File: src/rtl/muldiv_seq_pkg.sv
`default_nettype none
// +----------------------------------------------------------------------+
// | muldiv_seq_pkg                                                       |
// | Shared RV32M encodings, sequencer states and operand-sign decode.    |
// | Revision: 1.0                                                        |
// +----------------------------------------------------------------------+
package muldiv_seq_pkg;

  localparam logic [6:0] FUNCT7_MULDIV = 7'b0000001;

  localparam logic [2:0] FUNCT3_MUL    = 3'b000;
  localparam logic [2:0] FUNCT3_MULH   = 3'b001;
  localparam logic [2:0] FUNCT3_MULHSU = 3'b010;
  localparam logic [2:0] FUNCT3_MULHU  = 3'b011;
  localparam logic [2:0] FUNCT3_DIV    = 3'b100;
  localparam logic [2:0] FUNCT3_DIVU   = 3'b101;
  localparam logic [2:0] FUNCT3_REM    = 3'b110;
  localparam logic [2:0] FUNCT3_REMU   = 3'b111;

  localparam logic [1:0] MD_ST_IDLE = 2'd0;
  localparam logic [1:0] MD_ST_CALC = 2'd1;
  localparam logic [1:0] MD_ST_DONE = 2'd2;

  // MUL is deliberately absent: its low word does not depend on signedness.
  function automatic logic op_a_signed(input logic [2:0] f3);
    return (f3 == FUNCT3_MULH) || (f3 == FUNCT3_MULHSU) ||
           (f3 == FUNCT3_DIV)  || (f3 == FUNCT3_REM);
  endfunction

  function automatic logic op_b_signed(input logic [2:0] f3);
    return (f3 == FUNCT3_MULH) || (f3 == FUNCT3_DIV) || (f3 == FUNCT3_REM);
  endfunction

endpackage
`default_nettype wire

File: src/rtl/muldiv_seq.sv
`default_nettype none
// +----------------------------------------------------------------------+
// | muldiv_seq                                                           |
// | One-bit-per-cycle RV32M multiply/divide sequencer with stall/done.   |
// | Revision: 1.0                                                        |
// +----------------------------------------------------------------------+
module muldiv_seq
  import muldiv_seq_pkg::*;
#(
  parameter int XLEN = 32
) (
  input  logic            clk,
  input  logic            rst,
  input  logic            start,
  input  logic [2:0]      op,
  input  logic [XLEN-1:0] a,
  input  logic [XLEN-1:0] b,
  input  logic            flush,
  output logic            stall,
  output logic            busy,
  output logic            done,
  output logic [XLEN-1:0] result
);

  localparam int CNT_W = $clog2(XLEN);
  localparam logic [CNT_W-1:0] c_cnt_last = CNT_W'(XLEN - 1);
  localparam logic [XLEN-1:0]  c_int_min  = {1'b1, {(XLEN-1){1'b0}}};

  logic [1:0]        r_state;
  logic [CNT_W-1:0]  r_cnt;
  logic [2:0]        r_op;
  logic              r_neg_q;
  logic              r_neg_r;
  logic [XLEN-1:0]   r_opnd;
  logic [2*XLEN-1:0] r_acc;
  logic [XLEN-1:0]   r_result;

  logic              w_accept;
  logic              w_sa, w_sb;
  logic [XLEN-1:0]   w_abs_a, w_abs_b;
  logic              w_div0, w_ovf;
  logic [XLEN-1:0]   w_spec_res;
  logic [XLEN:0]     w_msum;
  logic [2*XLEN-1:0] w_mul_nxt;
  logic [XLEN:0]     w_rsh;
  logic [XLEN:0]     w_diff;
  logic              w_ge;
  logic [2*XLEN-1:0] w_div_nxt;
  logic [2*XLEN-1:0] w_acc_nxt;
  logic [2*XLEN-1:0] w_prod;
  logic [XLEN-1:0]   w_quo, w_rem;
  logic [XLEN-1:0]   w_final;

  assign w_accept = (r_state == MD_ST_IDLE) & start & ~flush;
  assign w_sa     = op_a_signed(op) & a[XLEN-1];
  assign w_sb     = op_b_signed(op) & b[XLEN-1];
  assign w_abs_a  = w_sa ? -a : a;
  assign w_abs_b  = w_sb ? -b : b;
  assign w_div0   = op[2] & (b == '0);
  assign w_ovf    = op[2] & ~op[0] & (a == c_int_min) & (b == '1);

  always_comb begin
    w_spec_res = '0;
    if (w_div0)
      w_spec_res = op[1] ? a : '1;
    else if (w_ovf)
      w_spec_res = op[1] ? '0 : c_int_min;
  end

  // Multiply: acc = {partial product, remaining multiplier bits}, shifted right.
  assign w_msum    = {1'b0, r_acc[2*XLEN-1:XLEN]} + (r_acc[0] ? {1'b0, r_opnd} : '0);
  assign w_mul_nxt = {w_msum, r_acc[XLEN-1:1]};

  // Divide: acc = {partial remainder, dividend bits becoming quotient bits}, shifted left.
  assign w_rsh     = r_acc[2*XLEN-1:XLEN-1];
  assign w_diff    = w_rsh - {1'b0, r_opnd};
  assign w_ge      = ~w_diff[XLEN];
  assign w_div_nxt = {(w_ge ? w_diff[XLEN-1:0] : w_rsh[XLEN-1:0]), r_acc[XLEN-2:0], w_ge};
  assign w_acc_nxt = r_op[2] ? w_div_nxt : w_mul_nxt;

  always_comb begin
    w_prod  = r_neg_q ? -w_mul_nxt : w_mul_nxt;
    w_quo   = r_neg_q ? -w_div_nxt[XLEN-1:0] : w_div_nxt[XLEN-1:0];
    w_rem   = r_neg_r ? -w_div_nxt[2*XLEN-1:XLEN] : w_div_nxt[2*XLEN-1:XLEN];
    w_final = w_rem;
    case (r_op)
      FUNCT3_MUL:                             w_final = w_prod[XLEN-1:0];
      FUNCT3_MULH, FUNCT3_MULHSU, FUNCT3_MULHU: w_final = w_prod[2*XLEN-1:XLEN];
      FUNCT3_DIV, FUNCT3_DIVU:                w_final = w_quo;
      default:                                w_final = w_rem;
    endcase
  end

  always_ff @(posedge clk or posedge rst) begin
    if (rst) begin
      r_state  <= MD_ST_IDLE;
      r_cnt    <= '0;
      r_op     <= '0;
      r_neg_q  <= 1'b0;
      r_neg_r  <= 1'b0;
      r_opnd   <= '0;
      r_acc    <= '0;
      r_result <= '0;
    end else begin
      case (r_state)
        MD_ST_IDLE: begin
          if (w_accept) begin
            r_op    <= op;
            r_neg_q <= w_sa ^ w_sb;
            r_neg_r <= w_sa;
            r_cnt   <= '0;
            r_opnd  <= op[2] ? w_abs_b : w_abs_a;
            r_acc   <= {{XLEN{1'b0}}, (op[2] ? w_abs_a : w_abs_b)};
            if (w_div0 | w_ovf) begin
              r_result <= w_spec_res;
              r_state  <= MD_ST_DONE;
            end else begin
              r_state <= MD_ST_CALC;
            end
          end
        end
        MD_ST_CALC: begin
          if (flush) begin
            r_state <= MD_ST_IDLE;
            r_cnt   <= '0;
          end else begin
            r_acc <= w_acc_nxt;
            r_cnt <= (r_cnt == c_cnt_last) ? '0 : r_cnt + 1'b1;
            if (r_cnt == c_cnt_last) begin
              r_result <= w_final;
              r_state  <= MD_ST_DONE;
            end
          end
        end
        default: r_state <= MD_ST_IDLE;
      endcase
    end
  end

  assign stall  = w_accept | (r_state == MD_ST_CALC);
  assign busy   = (r_state != MD_ST_IDLE);
  assign done   = (r_state == MD_ST_DONE);
  assign result = r_result;

endmodule
`default_nettype wire

File: config.mk
export PLATFORM = sky130hd
export DESIGN_NAME = muldiv_seq
export DESIGN_NICKNAME = d
export VERILOG_FILES = /design/src/rtl/muldiv_seq_pkg.sv /design/src/rtl/muldiv_seq.sv
export SDC_FILE = /design/constraint.sdc
export NUM_CORES = 1
export LEC_CHECK = 0
export CAP_MARGIN = 20
export CELL_PAD_IN_SITES_DETAIL_PLACEMENT = 1
export CELL_PAD_IN_SITES_GLOBAL_PLACEMENT = 2
export CORE_ASPECT_RATIO = 0.6
export CORE_UTILIZATION = 42
export DETAILED_ROUTE_END_ITERATION = 6
export DONT_BUFFER_PORTS = 1
export PLACE_DENSITY_LB_ADDON = 0.25
export SLEW_MARGIN = 20
export SYNTH_ARGS = -nofsm -noshare
export SYNTH_HDL_FRONTEND = slang
export SYNTH_SLANG_ARGS = --single-unit
File: constraint.sdc
create_clock -name clk -period 8.3 [get_ports clk]
set_input_delay 1.66 -clock clk [delete_from_list [all_inputs] [get_ports clk]]
set_output_delay 1.66 -clock clk [all_outputs]
set_load 0.02 [all_outputs]
======== Word-level counts from Yosys, hierarchy flattened ========
Cells that the tools add are included.
word-level totals
  bits in registers ....................... 140
  input bits .............................. 71
  word-level logic and storage cells ...... 98
cells by class
  $add $sub $neg .......................... 8
  equality and inequality tests ........... 19
  multiplexer cells ....................... 32
  bitwise logic cells ..................... 14
  reductions and logical operators ........ 17
operators with widths
  operator                                                               count
  32-bit two-way mux                                                     16
  64-bit two-way mux                                                     4
  32-bit negation                                                        4
  64-bit one-hot mux with 2 select lines                                 1
  32-bit one-hot mux with 3 select lines                                 1
  32-bit equality test, second input constant                            2
  64-bit negation                                                        1
  32-bit one-hot mux with 2 select lines                                 1
  32-bit by 32-bit adder with 33-bit output                              1
  33-bit by 32-bit subtractor with 33-bit output                         1
  32-bit zero test                                                       1
  5-bit two-way mux                                                      3
  3-bit equality test, second input constant                             4
  5-bit one-hot mux with 2 select lines                                  1
  3-bit by 2-bit equality test with 1-bit output, second input constant  3
  1-bit AND                                                              8
  2-bit two-way mux                                                      4
  3-bit by 1-bit equality test with 1-bit output, second input constant  2
  2-bit inequality test, second input constant                           3
  2-bit AND reduction                                                    3
  5-bit by 1-bit adder with 5-bit output, second input constant          1
  5-bit equality test, second input constant                             1
  1-bit logical OR                                                       5
  5-bit AND reduction                                                    1
  other kinds (14)                                                       18

======== Longest topological paths before layout ========
  depth after elaboration ................. 9
  depth in mapped cells ................... 25

======== Worst setup path before layout ========
Ideal clock, no wire load.
  path kind ............................... register to register
  from .................................... register r_acc[31]
  to ...................................... register r_result[18] (netlist: result[18])
  setup time .............................. 0.064 ns
  arrival ................................. 4.862 ns
  data required time ...................... 8.236 ns
  setup slack ............................. 3.374 ns
  cell stages (with the launch flop) ...... 26
  buffers on the path ..................... 4
  cells stage by stage .................... dfrtp_1 > clkbuf_1 > inv_1 > ha_1 > inv_1 > fa_1 > a211oi_1 > o211ai_1 > nand4_1 > a21oi_1 > a211oi_2 > clkbuf_1 > buf_2 > buf_2 > nor2_1 > a21oi_1 > inv_1 > ha_1 > nor3b_1 > nand3_1 > nor2_1 > a41oi_1 > o21ai_0 > xor2_1 > a221oi_1 > a21bo_1
on the way
  cells in the longest elaborated chain, start to end .. 8
  elaborated cells on any way between the ends .. 13
  classes of those cells .................. add/sub: 4; mux: 8; bitwise: 1
RTL lines
  item                                                    line                                RTL
  start, declared                                         muldiv_seq.sv:35                    logic [2*XLEN-1:0] r_acc;
  start signal, assigned                                  muldiv_seq.sv:113                   r_acc <= {{XLEN{1'b0}}, (op[2] ? w_abs_a : w_abs_b)};
  start signal, assigned                                  muldiv_seq.sv:127                   r_acc <= w_acc_nxt;
  33-bit by 32-bit subtractor with 33-bit output          muldiv_seq.sv:76                    assign w_diff = w_rsh - {1'b0, r_opnd};
  32-bit two-way mux / 1-bit NOT (equally long branches)  muldiv_seq.sv:78, muldiv_seq.sv:77
  32-bit negation, on equally long branches               muldiv_seq.sv:84, muldiv_seq.sv:83
  32-bit two-way mux, on equally long branches            muldiv_seq.sv:84, muldiv_seq.sv:83
  32-bit one-hot mux with 3 select lines *                muldiv_seq.sv:86                    case (r_op)
  32-bit two-way mux *                                    muldiv_seq.sv:129                   if (r_cnt == c_cnt_last) begin
  32-bit two-way mux *                                    muldiv_seq.sv:123                   if (flush) begin
  32-bit one-hot mux with 2 select lines *                muldiv_seq.sv:105                   case (r_state)
  end signal, assigned                                    muldiv_seq.sv:115                   r_result <= w_spec_res;
  end signal, assigned                                    muldiv_seq.sv:130                   r_result <= w_final;
  end, declared                                           muldiv_seq.sv:36                    logic [XLEN-1:0] r_result;
Mark *: on every way between the ends. The rest lies on a longest branch, timed or not. The select of a mux whose other input is x is not followed.
A chain may end at the register's enable or synchronous reset.

======== Worst setup path after layout ========
  from .................................... input a[5]
  to ...................................... register r_result[28] (netlist: result[28])
on the way
  cells in the longest elaborated chain, start to end .. 8
  elaborated cells on any way between the ends .. 11
  classes of those cells .................. eq/ne: 2; mux: 5; bitwise: 3; reduce/logical: 1
RTL lines
  item                                    line               RTL
  start, declared                         muldiv_seq.sv:16   input logic [XLEN-1:0] a,
  32-bit equality test *                  muldiv_seq.sv:60   assign w_ovf = op[2] & ~op[0] & (a == c_int_min) & (b == '1);
  1-bit AND * (2 in a row)                muldiv_seq.sv:60
  32-bit two-way mux                      muldiv_seq.sv:66   else if (w_ovf)
  32-bit two-way mux                      muldiv_seq.sv:64   if (w_div0)
  32-bit two-way mux                      muldiv_seq.sv:114  if (w_div0 | w_ovf) begin
  32-bit two-way mux                      muldiv_seq.sv:107  if (w_accept) begin
  32-bit one-hot mux with 2 select lines  muldiv_seq.sv:105
Marks and branches as above.

==> run metrics <==
run status=complete, but fails checks; violated checks=design-rule violations; Max Fclk=167 MHz; clock tree from TritonCTS=done; Post-DRT Antenna Nets=0; vias in the first global route=18.5k; most used routing layer in global routing=met1; clock transition time at the flip-flop clock pins of the worst setup and hold paths=0.07 ns; Post-Syn Area per Cell=7.22 µm²; worst slew pin tran=1.10 ns; largest family of logic cells by synthesized area=compound AO/OA/AOI/OAI gates; Post-synth EDFFs=0; type of the worst min-delay path=flop to flop; total of flip-flops plus latches after synthesis=140; final critical-path share of the clock period=72.2%; fraction of the mapped netlist area in simple logic gates=24.1%; clock period minus worst slack=5.99 ns; remaining max-slew budget at the tightest pin=26.2%; pwr/cell area=387 nW/µm²; Pre-antenna DRT Iters=7; wire per inst=27.7 µm; XOR/XNOR Fraction of Synth Area=10.3%; number of vias in the routed layout=19.2k; share of the synthesized area in compound gates (AO/OA/AOI/OAI)=28.0%; clock buffer depth=2; classification of the worst setup path=input pin to flop; final cell area excluding filler cells=18300 µm²; routing usage on met1=56.3%; Site Rows=57; multi-input logic area=12900 µm²; mux share of post-synthesis cell area=6.08%; Required @ worst endpoint=8.63 ns; # fillers=5099; worst endpoint data arrival time=6.32 ns; setup repair after global routing missed its margin=no; Mapped Cells=2420; Layout area overhead=4.71%; CTS resizes=0; cell repeated most along the worst path=mux2i_1; Hold-fix buffers, CTS=0; CTS Buf Count=17; Synth Warn #=0; grt met3 use=7.68%; Starting DRT DRC Count=2018; setup TNS=0 ns; post-CTS setup buffer count=0; setup clock skew after layout=0.0161 ns; fraction of final layout cells sized beyond drive strength 1=5.84%; area share of fa/ha/maj cells after synthesis=5.39%; Clock Sink Count=140; detailed-placement wirelength estimate=62400 µm; DRC violation count after routing=2; critical-path cell list=or4_1, nor3_1, nand4_1, o31ai_1, mux2i_1, nand2_1, nand2_1, inv_2, mux2i_1, nor3_1, mux2i_1, o21ai_0; global-route met2 utilization=53.0%; fraction of registers with async set or reset after synthesis=100%; Skew-Pair Late Insertion Delay=0.46 ns; clock tree root buffer cell=clkbuf_16; critical path's slowest cell=inv_2; Sequential Area=3510 µm²; first-pass GRT wire length=120000 µm; Die Width=265 µm; H-tree depth=4; I/O pins=106; dominant synthesized flop cell=dfrtp_1; largest driver fanout on the critical path=54; peak ir drop on the vdd network=0.187 mV; Critical Path Start Type=input pin; initial core utilization=42.9%; DR vias/cell=6.69; area of the core region=40700 µm²; # setup viols final=0; synthesized area=17500 µm²; Remaining Overflow, GRT=0; routability congestion estimate=0.974; antenna violations before repair=2; die outline area=42400 µm²; count of cell types in the netlist=99; vertical die dimension=160 µm; final-stage net count=2445; detailed-route wire length=79600 µm; Static Leakage=7.29 nW; number of failing hold endpoints at the final stage=0; gr usage total=37.3%; largest incremental delay on the critical path=0.95 ns; Pins Over Slew Limit=0; Area after DPL=17700 µm²; max-cap violation count=0; Port Buf Inserts=0; Syn Nets=2565; sequential area share after synthesis=20.1%; nature of the critical path endpoint=flop; maximum number of pins on one net before global-route repair=95
==> cell type report <==
| type | instances | area share, % |
|---|---|---|
| Clock inverter | 13 | 0.910 |
| Tap cell | 560 | 3.83 |
| Inverter | 78 | 1.63 |
| Antenna cell | 3 | 0.0411 |
| Timing Repair Buffer | 33 | 1.34 |
| Multi-Input combinational cell | 2030 | 70.7 |
| Sequential cell | 140 | 19.2 |
| Clock buffer | 18 | 2.35 |
==> layer usage <==
metal | part of all wire [%] | up-vias
li1 | - | 8587
met1 | 47 | 9635
met2 | 41 | 912
met3 | 9.9 | 88
met4 | 2.3 | 2
met5 | 0.018 | -
==> final timing paths <==
kind | slack [ns] | start | cells after the start | end
min | 0.49 | r_opnd[10] | 2 | r_opnd[10]
max in group asynchronous | 5.48 | rst | 2 | r_neg_q
max | 2.31 | a[5] | 12 | result[28]
max reg2reg | 2.41 | r_acc[31] | 21 | result[28]
min reg2reg | 0.49 | r_opnd[10] | 2 | r_opnd[10]
min in group asynchronous | 1.19 | rst | 1 | r_opnd[25]
==> cell usage after synthesis, drive strengths merged, types with 10 or more instances <==
| master | instances | share of area [%] |
|---|---|---|
| nor3 | 61 | 1.8 |
| inv | 75 | 1.6 |
| a211oi | 25 | 1.1 |
| o211ai | 24 | 1.1 |
| nor2 | 274 | 5.9 |
| xor2 | 81 | 4.1 |
| ha | 72 | 5.2 |
| nor4 | 29 | 1.1 |
| clkbuf | 135 | 3.1 |
| and3 | 21 | 0.75 |
| nand3 | 50 | 1.5 |
| mux2 | 16 | 1.0 |
| or3 | 31 | 1.1 |
| nand4 | 28 | 1.0 |
| o41ai | 16 | 0.85 |
| mux2i | 88 | 5.0 |
| o22ai | 10 | 0.36 |
| nand2b | 17 | 0.61 |
| and2 | 24 | 0.86 |
| a221oi | 17 | 0.92 |
| or4 | 23 | 1.0 |
| o221ai | 10 | 0.50 |
| a21o | 26 | 1.1 |
| buf | 37 | 1.4 |
| a21oi | 216 | 6.2 |
| o31ai | 43 | 1.8 |
| or2 | 16 | 0.57 |
| o21ai | 216 | 6.2 |
| o21a | 15 | 0.64 |
| nand2 | 261 | 5.6 |
| a22o | 21 | 1.1 |
| xnor2 | 124 | 6.2 |
| dfrtp | 140 | 20 |
| nor3b | 12 | 0.54 |
| a31oi | 39 | 1.4 |
==> registers in the layout (all words and copies together), names as in the netlist <==
signal	cells
r_opnd	32
r_op	3
result	32
r_cnt	5
r_state	2
r_neg_r	1
r_acc	64
r_neg_q	1
==> cell usage in the layout, fill, tap and decap left out, types with 16 or more instances in the layout <==
master	count
nor3_1	59
nand2_1	259
a31oi_1	39
dfrtp_1	138
and3_1	21
buf_4	32
a211oi_1	23
nand3_1	49
o21ai_0	212
mux2_2	16
o31ai_1	43
a22o_1	21
nand2b_1	17
ha_1	72
nor4_1	27
and2_1	23
a21oi_1	216
inv_1	71
mux2i_1	88
a21o_1	26
xor2_1	81
or4_1	21
o211ai_1	23
nand4_1	27
or3_1	29
xnor2_1	124
nor2_1	271
clkbuf_16	17
==> stage by stage <==
step / power [W] / util, % / setup WS [ns] / hold slack [ns] / instances
after global placement: 0.00596 / 43.4 / 2.33 / 0.465 / 2840
after floorplan: 0.00463 / - / 2.89 / 0.450 / 2420
after CTS: 0.00694 / 44.8 / 2.57 / 0.490 / 2872
after global routing: 0.00750 / 44.9 / 2.02 / 0.527 / 2872
after detailed placement: 0.00609 / 43.4 / 2.10 / 0.476 / 2841
final: 0.00708 / 44.9 / 2.31 / 0.486 / 2875
==> critical path: cells and delay by family <==
kind	cells	cell delay, ns
multiplexers	3	0.70
AND/OR/NAND/NOR	6	2.30
buffers and inverters	1	0.95
AO/OA/AOI/OAI	2	0.69
==> power breakdown <==
part / switching (W) / total [W] / internal, W
registers: 0.000374 / 0.00122 / 0.000851
logic: 0.00329 / 0.00502 / 0.00173
clock network: 0.000359 / 0.000833 / 0.000473
==> logic make-up (layout without fill, tap and decap cells) <==
group,count (synthesis),in the layout
xor gates and xnor gates,205,205
AOI/OAI and AO/OA,769,769
DFF,140,140
buffers and inverters,250,142
muxes,104,104
other,0,3
and+or+nand+nor,878,878
adders and majority gates,74,74
(Power assumes the default switching activity.)
